### config.mk
export PLATFORM = sky130hd
export DESIGN_NAME = ram_ctrl_flat
export DESIGN_NICKNAME = d
export VERILOG_FILES = /design/src/rtl/ram_ctrl_pkg.sv /design/src/rtl/ram_ctrl_if.sv /design/src/rtl/ram_byte_merge.sv /design/src/rtl/ram_ctrl.sv /design/src/flat_wrapper.sv
export SDC_FILE = /design/constraint.sdc
export NUM_CORES = 1
export LEC_CHECK = 0
export ABC_AREA = 1
export CAP_MARGIN = 20
export CORE_MARGIN = 4
export CORE_UTILIZATION = 48
export CTS_CLUSTER_DIAMETER = 60
export DETAILED_ROUTE_END_ITERATION = 16
export PLACE_DENSITY = 0.93
export REMOVE_ABC_BUFFERS = 1
export SETUP_SLACK_MARGIN = 0.02
export SYNTH_ARGS = -nofsm -noshare
export SYNTH_HDL_FRONTEND = slang
export SYNTH_SLANG_ARGS = --single-unit
### constraint.sdc
create_clock -name clk -period 4.6 [get_ports clk]
set_input_delay 0.69 -clock clk [delete_from_list [all_inputs] [get_ports clk]]
set_output_delay 0.69 -clock clk [all_outputs]
set_load 0.02 [all_outputs]
### src/rtl/ram_ctrl_pkg.sv
// Shared types and helpers for the load/store data-port RAM controller.
// The controller handles 32-bit words split into four byte lanes.
package ram_ctrl_pkg;

    localparam int NUM_LANES = 4;
    localparam int LANE_W    = 8;
    localparam int WORD_W    = NUM_LANES * LANE_W;

    typedef enum logic [1:0] {
        IDLE,
        ACCESS,
        RMW_WR,
        RESP
    } state_t;

    // Per-lane select: enabled lanes take new data, the rest keep the old word.
    function automatic logic [WORD_W-1:0] merge(
        input logic [WORD_W-1:0]    old_w,
        input logic [WORD_W-1:0]    new_w,
        input logic [NUM_LANES-1:0] be
    );
        logic [WORD_W-1:0] res;
        for (int k = 0; k < NUM_LANES; k++)
            res[k*LANE_W +: LANE_W] = be[k] ? new_w[k*LANE_W +: LANE_W]
                                            : old_w[k*LANE_W +: LANE_W];
        return res;
    endfunction

endpackage

### src/rtl/ram_ctrl_if.sv
// Load/store unit request/response bus (req/gnt/rvalid handshake).
// The master side belongs to the LSU; the slave side belongs to ram_ctrl.
interface ram_ctrl_if #(
    parameter int DWIDTH = 32
);
    logic              req_i;
    logic              gnt_o;
    logic              we_i;
    logic [3:0]        be_i;
    logic [31:0]       addr_i;
    logic [DWIDTH-1:0] wdata_i;
    logic              rvalid_o;
    logic [DWIDTH-1:0] rdata_o;
    logic              err_o;

    modport master (
        output req_i, we_i, be_i, addr_i, wdata_i,
        input  gnt_o, rvalid_o, rdata_o, err_o
    );

    modport slave (
        input  req_i, we_i, be_i, addr_i, wdata_i,
        output gnt_o, rvalid_o, rdata_o, err_o
    );
endinterface

### src/rtl/ram_byte_merge.sv
// Combinational byte-lane mux that builds the write word of a read-modify-write.
module ram_byte_merge
    import ram_ctrl_pkg::*;
(
    input  logic [WORD_W-1:0]    i_old,
    input  logic [WORD_W-1:0]    i_new,
    input  logic [NUM_LANES-1:0] i_be,
    output logic [WORD_W-1:0]    o_data
);

    assign o_data = merge(i_old, i_new, i_be);

endmodule

### src/rtl/ram_ctrl.sv
// Data-port controller: decodes a base-address window and turns byte-enabled
// requests into word RAM accesses, with read-modify-write for sub-word stores.
module ram_ctrl
    import ram_ctrl_pkg::*;
#(
    parameter int          AWIDTH    = 8,
    parameter int          DWIDTH    = 32,
    parameter logic [31:0] BASE_ADDR = 32'h0000_0000
) (
    input  logic              clk,
    input  logic              rst,
    ram_ctrl_if.slave         bus,
    output logic              mem_en,
    output logic              mem_wr,
    output logic [31:0]       mem_addr,
    output logic [DWIDTH-1:0] mem_wdata,
    input  logic [DWIDTH-1:0] mem_rdata
);

    state_t              r_state;
    state_t              w_next;
    logic                r_we;
    logic [3:0]          r_be;
    logic [AWIDTH-1:0]   r_addr;
    logic [DWIDTH-1:0]   r_wdata;
    logic                r_hit;
    logic [DWIDTH-1:0]   r_old;
    logic [DWIDTH-1:0]   r_rdata;

    logic                w_accept;
    logic                w_hit_in;
    logic                w_full;
    logic                w_partial;
    logic [DWIDTH-1:0]   w_merged;
    logic [31:0]         w_word_addr;
    logic                w_unused;

    assign w_accept    = bus.gnt_o;
    assign w_hit_in    = bus.addr_i[31:AWIDTH+2] == BASE_ADDR[31:AWIDTH+2];
    assign w_full      = r_we && (r_be == 4'hF);
    assign w_partial   = r_we && (r_be != 4'h0) && (r_be != 4'hF);
    assign w_word_addr = {{(32-AWIDTH){1'b0}}, r_addr};
    assign w_unused    = ^bus.addr_i[1:0];

    ram_byte_merge u_merge (
        .i_old  (r_old),
        .i_new  (r_wdata),
        .i_be   (r_be),
        .o_data (w_merged)
    );

    always_ff @(posedge clk or posedge rst) begin
        if (rst) r_state <= IDLE;
        else     r_state <= w_next;
    end

    always_comb begin
        w_next = r_state;
        case (r_state)
            IDLE:    if (bus.req_i) w_next = w_hit_in ? ACCESS : RESP;
            ACCESS:  w_next = w_partial ? RMW_WR : RESP;
            RMW_WR:  w_next = RESP;
            RESP:    w_next = bus.req_i ? (w_hit_in ? ACCESS : RESP) : IDLE;
            default: w_next = IDLE;
        endcase
    end

    // Read cycles put the current word back on mem_wdata so the RAM sees no change.
    always_comb begin
        bus.gnt_o    = 1'b0;
        bus.rvalid_o = 1'b0;
        bus.err_o    = 1'b0;
        mem_en       = 1'b0;
        mem_wr       = 1'b0;
        mem_addr     = 32'h0;
        mem_wdata    = '0;
        case (r_state)
            IDLE: bus.gnt_o = bus.req_i;
            ACCESS: begin
                mem_en    = 1'b1;
                mem_wr    = w_full;
                mem_addr  = w_word_addr;
                mem_wdata = w_full ? r_wdata : mem_rdata;
            end
            RMW_WR: begin
                mem_en    = 1'b1;
                mem_wr    = 1'b1;
                mem_addr  = w_word_addr;
                mem_wdata = w_merged;
            end
            RESP: begin
                bus.gnt_o    = bus.req_i;
                bus.rvalid_o = 1'b1;
                bus.err_o    = ~r_hit;
            end
            default: ;
        endcase
    end

    assign bus.rdata_o = r_rdata;

    // r_rdata only moves when a response is about to be presented.
    always_ff @(posedge clk or posedge rst) begin
        if (rst) begin
            r_we    <= 1'b0;
            r_be    <= 4'h0;
            r_addr  <= '0;
            r_wdata <= '0;
            r_hit   <= 1'b0;
            r_old   <= '0;
            r_rdata <= '0;
        end else begin
            if (w_accept) begin
                r_we    <= bus.we_i;
                r_be    <= bus.be_i;
                r_addr  <= bus.addr_i[AWIDTH+1:2];
                r_wdata <= bus.wdata_i;
                r_hit   <= w_hit_in;
                if (!w_hit_in) r_rdata <= '0;
            end
            if (r_state == ACCESS) begin
                r_old <= mem_rdata;
                if (!w_partial) r_rdata <= mem_rdata;
            end
            if (r_state == RMW_WR) r_rdata <= r_old;
        end
    end

endmodule

### src/flat_wrapper.sv
// flat-port wrapper written by rule: the top's interface ports become plain ports
module ram_ctrl_flat import ram_ctrl_pkg::*;
#(
    parameter int          AWIDTH    = 8,
    parameter int          DWIDTH    = 32,
    parameter logic [31:0] BASE_ADDR = 32'h0000_0000
)
  (clk, rst, mem_en, mem_wr, mem_addr, mem_wdata, mem_rdata, bus_req_i, bus_we_i, bus_be_i, bus_addr_i, bus_wdata_i, bus_gnt_o, bus_rvalid_o, bus_rdata_o, bus_err_o);
  ram_ctrl_if #(.DWIDTH(DWIDTH)) bus_i ();
  input  logic clk;
  input  logic rst;
  output logic mem_en;
  output logic mem_wr;
  output logic [31:0] mem_addr;
  output logic [DWIDTH-1:0] mem_wdata;
  input  logic [DWIDTH-1:0] mem_rdata;
  input wire logic [$bits(bus_i.req_i)-1:0] bus_req_i;
  input wire logic [$bits(bus_i.we_i)-1:0] bus_we_i;
  input wire logic [$bits(bus_i.be_i)-1:0] bus_be_i;
  input wire logic [$bits(bus_i.addr_i)-1:0] bus_addr_i;
  input wire logic [$bits(bus_i.wdata_i)-1:0] bus_wdata_i;
  output wire logic [$bits(bus_i.gnt_o)-1:0] bus_gnt_o;
  output wire logic [$bits(bus_i.rvalid_o)-1:0] bus_rvalid_o;
  output wire logic [$bits(bus_i.rdata_o)-1:0] bus_rdata_o;
  output wire logic [$bits(bus_i.err_o)-1:0] bus_err_o;
  assign bus_i.req_i = bus_req_i;
  assign bus_i.we_i = bus_we_i;
  assign bus_i.be_i = bus_be_i;
  assign bus_i.addr_i = bus_addr_i;
  assign bus_i.wdata_i = bus_wdata_i;
  assign bus_gnt_o = bus_i.gnt_o;
  assign bus_rvalid_o = bus_i.rvalid_o;
  assign bus_rdata_o = bus_i.rdata_o;
  assign bus_err_o = bus_i.err_o;
  ram_ctrl #(.AWIDTH(AWIDTH), .DWIDTH(DWIDTH), .BASE_ADDR(BASE_ADDR)) u_core (.clk(clk), .rst(rst), .bus(bus_i), .mem_en(mem_en), .mem_wr(mem_wr), .mem_addr(mem_addr), .mem_wdata(mem_wdata), .mem_rdata(mem_rdata));
endmodule
Word-level counts from Yosys, hierarchy flattened
Index checks and enable logic that the tools add are counted.

Bits in registers: 112. Input port bits: 104. Output and inout bits: 101. Word-level logic and storage cells: 45.

Equal/unequal tests: 6. Muxes and demuxes: 22. Bitwise operators: 1. Reductions and logical operators: 8.

Operator list (count): two-way mux 32 bit (6); one-hot mux 32 bit (2 select lines) (1); two-way mux 8 bit (5); zero test 22 bit (1); one-hot mux 2 bit (4 select lines) (1); two-way mux 2 bit (3); two-way mux 1 bit (5); == test 2 bit, second input constant (2); == test 4 bit, second input constant (1); inequality test 4 bit, second input constant (1); nonzero test 4 bit (1); OR reduction 2 bit (2); logical AND 1 bit (3); == test 2 x 1 -> 1 bit, second input constant (1); zero test 2 bit (1); inequality test 2 bit, second input constant (1); one-hot mux 1 bit (2 select lines) (1); inverter 1 bit (1).

Depth between registers and ports, before layout
Depth in word-level cells: 7. Depth in mapped cells: 11. Depth with buffers taken out: 8.

Cells and area by module
Synthesis repeated with hierarchy kept, for this count alone.

Cell total of the unflattened synthesis: 987. Area total of the unflattened synthesis: 6991.7 µm².

By module, submodules not included: ram_ctrl (times used 1, cells each 883, area an instance 6571.3 µm², sequential area each 2802.7 µm²); ram_byte_merge (times used 1, cells each 104, area an instance 420.4 µm², sequential area each 0.0 µm²).

Least setup slack after synthesis
No wires, ideal clock.

Path kind: register to output. Start: register u_core.r_state[0]. End: output port mem_wdata[0]. Arrival time: 1.702 ns. Required time: 3.910 ns. Setup slack: 2.208 ns. Stages on the path, launching flop included: 7. Path through: dfrtp_1 inv_1 ha_1 buf_2 inv_1 clkbuf_1 a21oi_1.

Longest elaborated chain between the ends: 2. Elaborated cells between the ends (all ways): 3.

Ends and longest elaborated chain: start, declared (line ram_ctrl.sv:20) `state_t r_state;`; start signal, assigned (line ram_ctrl.sv:54) `else r_state <= w_next;`; == test 2 bit or == test 2 x 1 -> 1 bit (tied branches) (line ram_ctrl.sv:77) `case (r_state)`; one-hot mux 32 bit (2 select lines) * (line ram_ctrl.sv:77); end, declared (line flat_wrapper.sv:15) `output logic [DWIDTH-1:0] mem_wdata;`.

Every way passes the cells marked *; elsewhere a longest branch is shown, timed or not.

Worst setup path in the final report
Start: register u_core.r_be[1]. End: output port mem_wdata[21].

Longest elaborated chain between the ends: 4.

Ends and longest elaborated chain: start, declared (line ram_ctrl.sv:23) `logic [3:0] r_be;`; start signal, assigned (line ram_ctrl.sv:115) `r_be <= bus.be_i;`; == test 4 bit (line ram_ctrl.sv:40) `assign w_full = r_we && (r_be == 4'hF);`; logical AND 1 bit (line ram_ctrl.sv:40); two-way mux 32 bit (line ram_ctrl.sv:83) `mem_wdata = w_full ? r_wdata : mem_rdata;`; one-hot mux 32 bit (2 select lines) (line ram_ctrl.sv:77).

No other way between the ends.

==> results.cfg <==
[pwr]
p_comb_share_pct = 59.8
ir_drop_mv = 0.399
leakagePower_uw = 0.00433
power.density_nw_per_um2 = 768
p_clk_share_pct = 13.1
p_sw_share_pct = 47.5
cell_internal_pwr_uw = 3520
switchingPower_uw = 3190
p_seq_share_pct = 27.1

[setup_path]
cp_slowest_cell = dfrtp_1
r2r_slack_ns = 1.57
critPathMaxFanout = 33
critical_path_arrival_ns = 3.08
crit_required_ns = 3.91
cp-start-kind = flip-flop
ff2ff_path_depth = 8
r2r-end = u_core.bus.rdata_o[10]
criticalPathCategory = flip-flop to output port
worstSetupEndpointType = output port
r2r-start = u_core.r_state[0]
slowest_delay_ns = 0.77
path_cells = nand2_2, inv_2, nand2_4, nor2_4, nand2_2, nand2_1, nand2_1, a21oi_1, clkdlybuf4s50_1
cp-startpoint = u_core.r_be[1]

[timing]
worst_pin_slew_ns = 1.06
setup_viol_count_final = 0
period_minus_slack_ns = 3.77
hold_viol = 0
slew_headroom_pct = 29.7
grt_setup_unrepaired = no
layout_setup_ws_ns = 0.831
fin_crit_sh_pct = 81.9
max_freq_mhz = 265
skew_ns = 0.00682
drv_slew = 0
fin_tns_setup_ns = 0

[final_layout]
final_cell_mix = nand2_1 (342), clkdlybuf4s50_1 (178), inv_1 (113)
final_nets = 1200
layout_commonest_cell = nand2_1
drive_above_1_share_pct = 7.94
areaGrowthSynthToFinish_pct = 30.0
stdcell_area_sq_um = 8740
final_util_pct = 64.7
diodes = 0

[die]
initial_core_util_pct = 49.8
core_sq_um = 13500
die_h_microns = 126
dieArea_sq_um = 16000
die-width_microns = 126
ios = 205
rows = 42

[cts]
cts_max_level = 3
insertion_delay_ns = 0.36
cts_resized = 0
root_buffer = clkbuf_16
cts_setup_buffers = 0
cts_max_path_buffers = 2
clk_pin_slew_ns = 0.07
cts_hold_buf = 0
cts_tree = yes
clock_sinks = 112
cts_buffers = 9

[route]
post_drt_wl_per_cell_microns = 15.1
drtIter0Drc = 502
first_pass_iters = 5
drc = 0
routed_wl_mm = 19.2
detail-route-antenna-nets = 0
avgViaCountPerCell = 5.18
vias = 6587

[worst_hold_path]
hp-class = flip-flop to flip-flop
hold_end = u_core.r_addr[7]
worst_hold_path.num_cells = 2
min_from = u_core.r_addr[7]

[synthesis]
yosysUniqueCellTypes = 26
seq_area_frac_synth_pct = 41.7
ys.warnings.count = 0
synth_largest_area_cell = dfrtp_1
synthTopCellsByArea = dfrtp_1 (42%), nand2_1 (19%), inv_1 (6.4%)
syn_area_sq_um = 6730
ys_ff_latch = 112
synth_area_per_cell_sq_um = 7.06
syn_inst = 953
synth_top_area_share_pct = 41.7

[run]
drv_cap = 0

[placement]
place_congestion = 0.787
placed_area_sq_um = 8410
portBuffers = 178
dpl_worst_slack_ns = 1.29
hpwl_mm = 12.3

[grt]
grt_pass1_wl_mm = 31.4
antenna_found_initial = 0
overflow = 0
grt_pass1_vias = 6286
grt_max_degree = 99
grtUsageTotal_pct = 23.9

[status]
status = complete, no violations
final cells by class:
cell class,count,area (sq um)
flip-flops and latches,112,2800
well taps,176,220
fillers,1153,4760
clock buffers,11,253
multi-input cells,662,3070
clock inverters,5,78.8
repair buffers,189,1880
inverters,117,443
synthesized netlist by cell type:
cell and count:
o21a_1 1, nor2_1 50, dfrtp_1 112, clkbuf_1 21
buf_6 12, buf_1 7, a22oi_1 2, buf_2 20
inv_2 3, conb_1 1, nand2_4 1, o21bai_1 1
or2_0 1, a21oi_2 48, nand2_2 3, buf_4 25
nor3_1 1, inv_1 114, nand3_2 1, nand2_1 342
o21ai_0 65, nor2_2 1, nor2_4 1, a21oi_1 82
ha_1 5, nand3_1 33
power by group through the flow:
stage / logic [uW] / registers [uW] / clock network [uW]
3_3_place_gp: 3890 / 1800 / 0
5_1_grt: 4430 / 1880 / 930
2_1_floorplan: 2360 / 1930 / 0
3_5_place_dp: 4010 / 1820 / 0
6_report: 4010 / 1820 / 877
4_1_cts: 4030 / 1810 / 887
how the worst max path moves through the flow:
stage	slack, ns	cells past startpoint	endpoint
6_report	0.83	9	mem_wdata[21]
5_1_grt	0.66	9	mem_wdata[28]
4_1_cts	0.89	9	mem_wdata[21]
3_5_place_dp	1.29	9	mem_wdata[3]
3_3_place_gp	1.33	9	mem_wdata[21]
2_1_floorplan	-0.05	6	mem_wdata[0]
sequential cells by signal, summed over array words and instances, names as in the netlist:
register	flops
u_core.bus.rdata_o	32
u_core.r_addr	8
u_core.r_be	4
u_core.r_hit	1
u_core.r_old	32
u_core.r_state	2
u_core.r_wdata	32
u_core.r_we	1
cell families after synthesis:
group           count (synthesis)  synth area share [%]
simple gates                  434                  25.3
buf+inv                       202                  14.4
compound gates                199                  17.6
flops                         112                  41.7
fa+ha+maj                       5                 0.930
other cells                     1                0.0557
worst max-delay path: cells and delay by family, from the launching register on:
family / cells / cell delay (ns)
simple gates: 6 / 0.98
flops: 1 / 0.77
buf+inv: 2 / 0.74
compound gates: 1 / 0.21
metal layers:
layer	up-vias	GRT usage (%)	share of wire, %
li1	3171	-	-
met5	-	0	0
met2	299	40.3	50
met3	35	3.49	7.6
met4	0	7.95	2.1
met1	3082	31.7	41
per-stage QoR:
step / hold slack, ns / total power [uW] / cells
global placement: 0.455 / 5700 / 1256
CTS: 0.476 / 6730 / 1272
floorplan: 0.442 / 4290 / 891
global route: 0.493 / 7240 / 1272
finish: 0.475 / 6710 / 1272
detailed placement: 0.458 / 5830 / 1256
(Power assumes the default switching activity.)
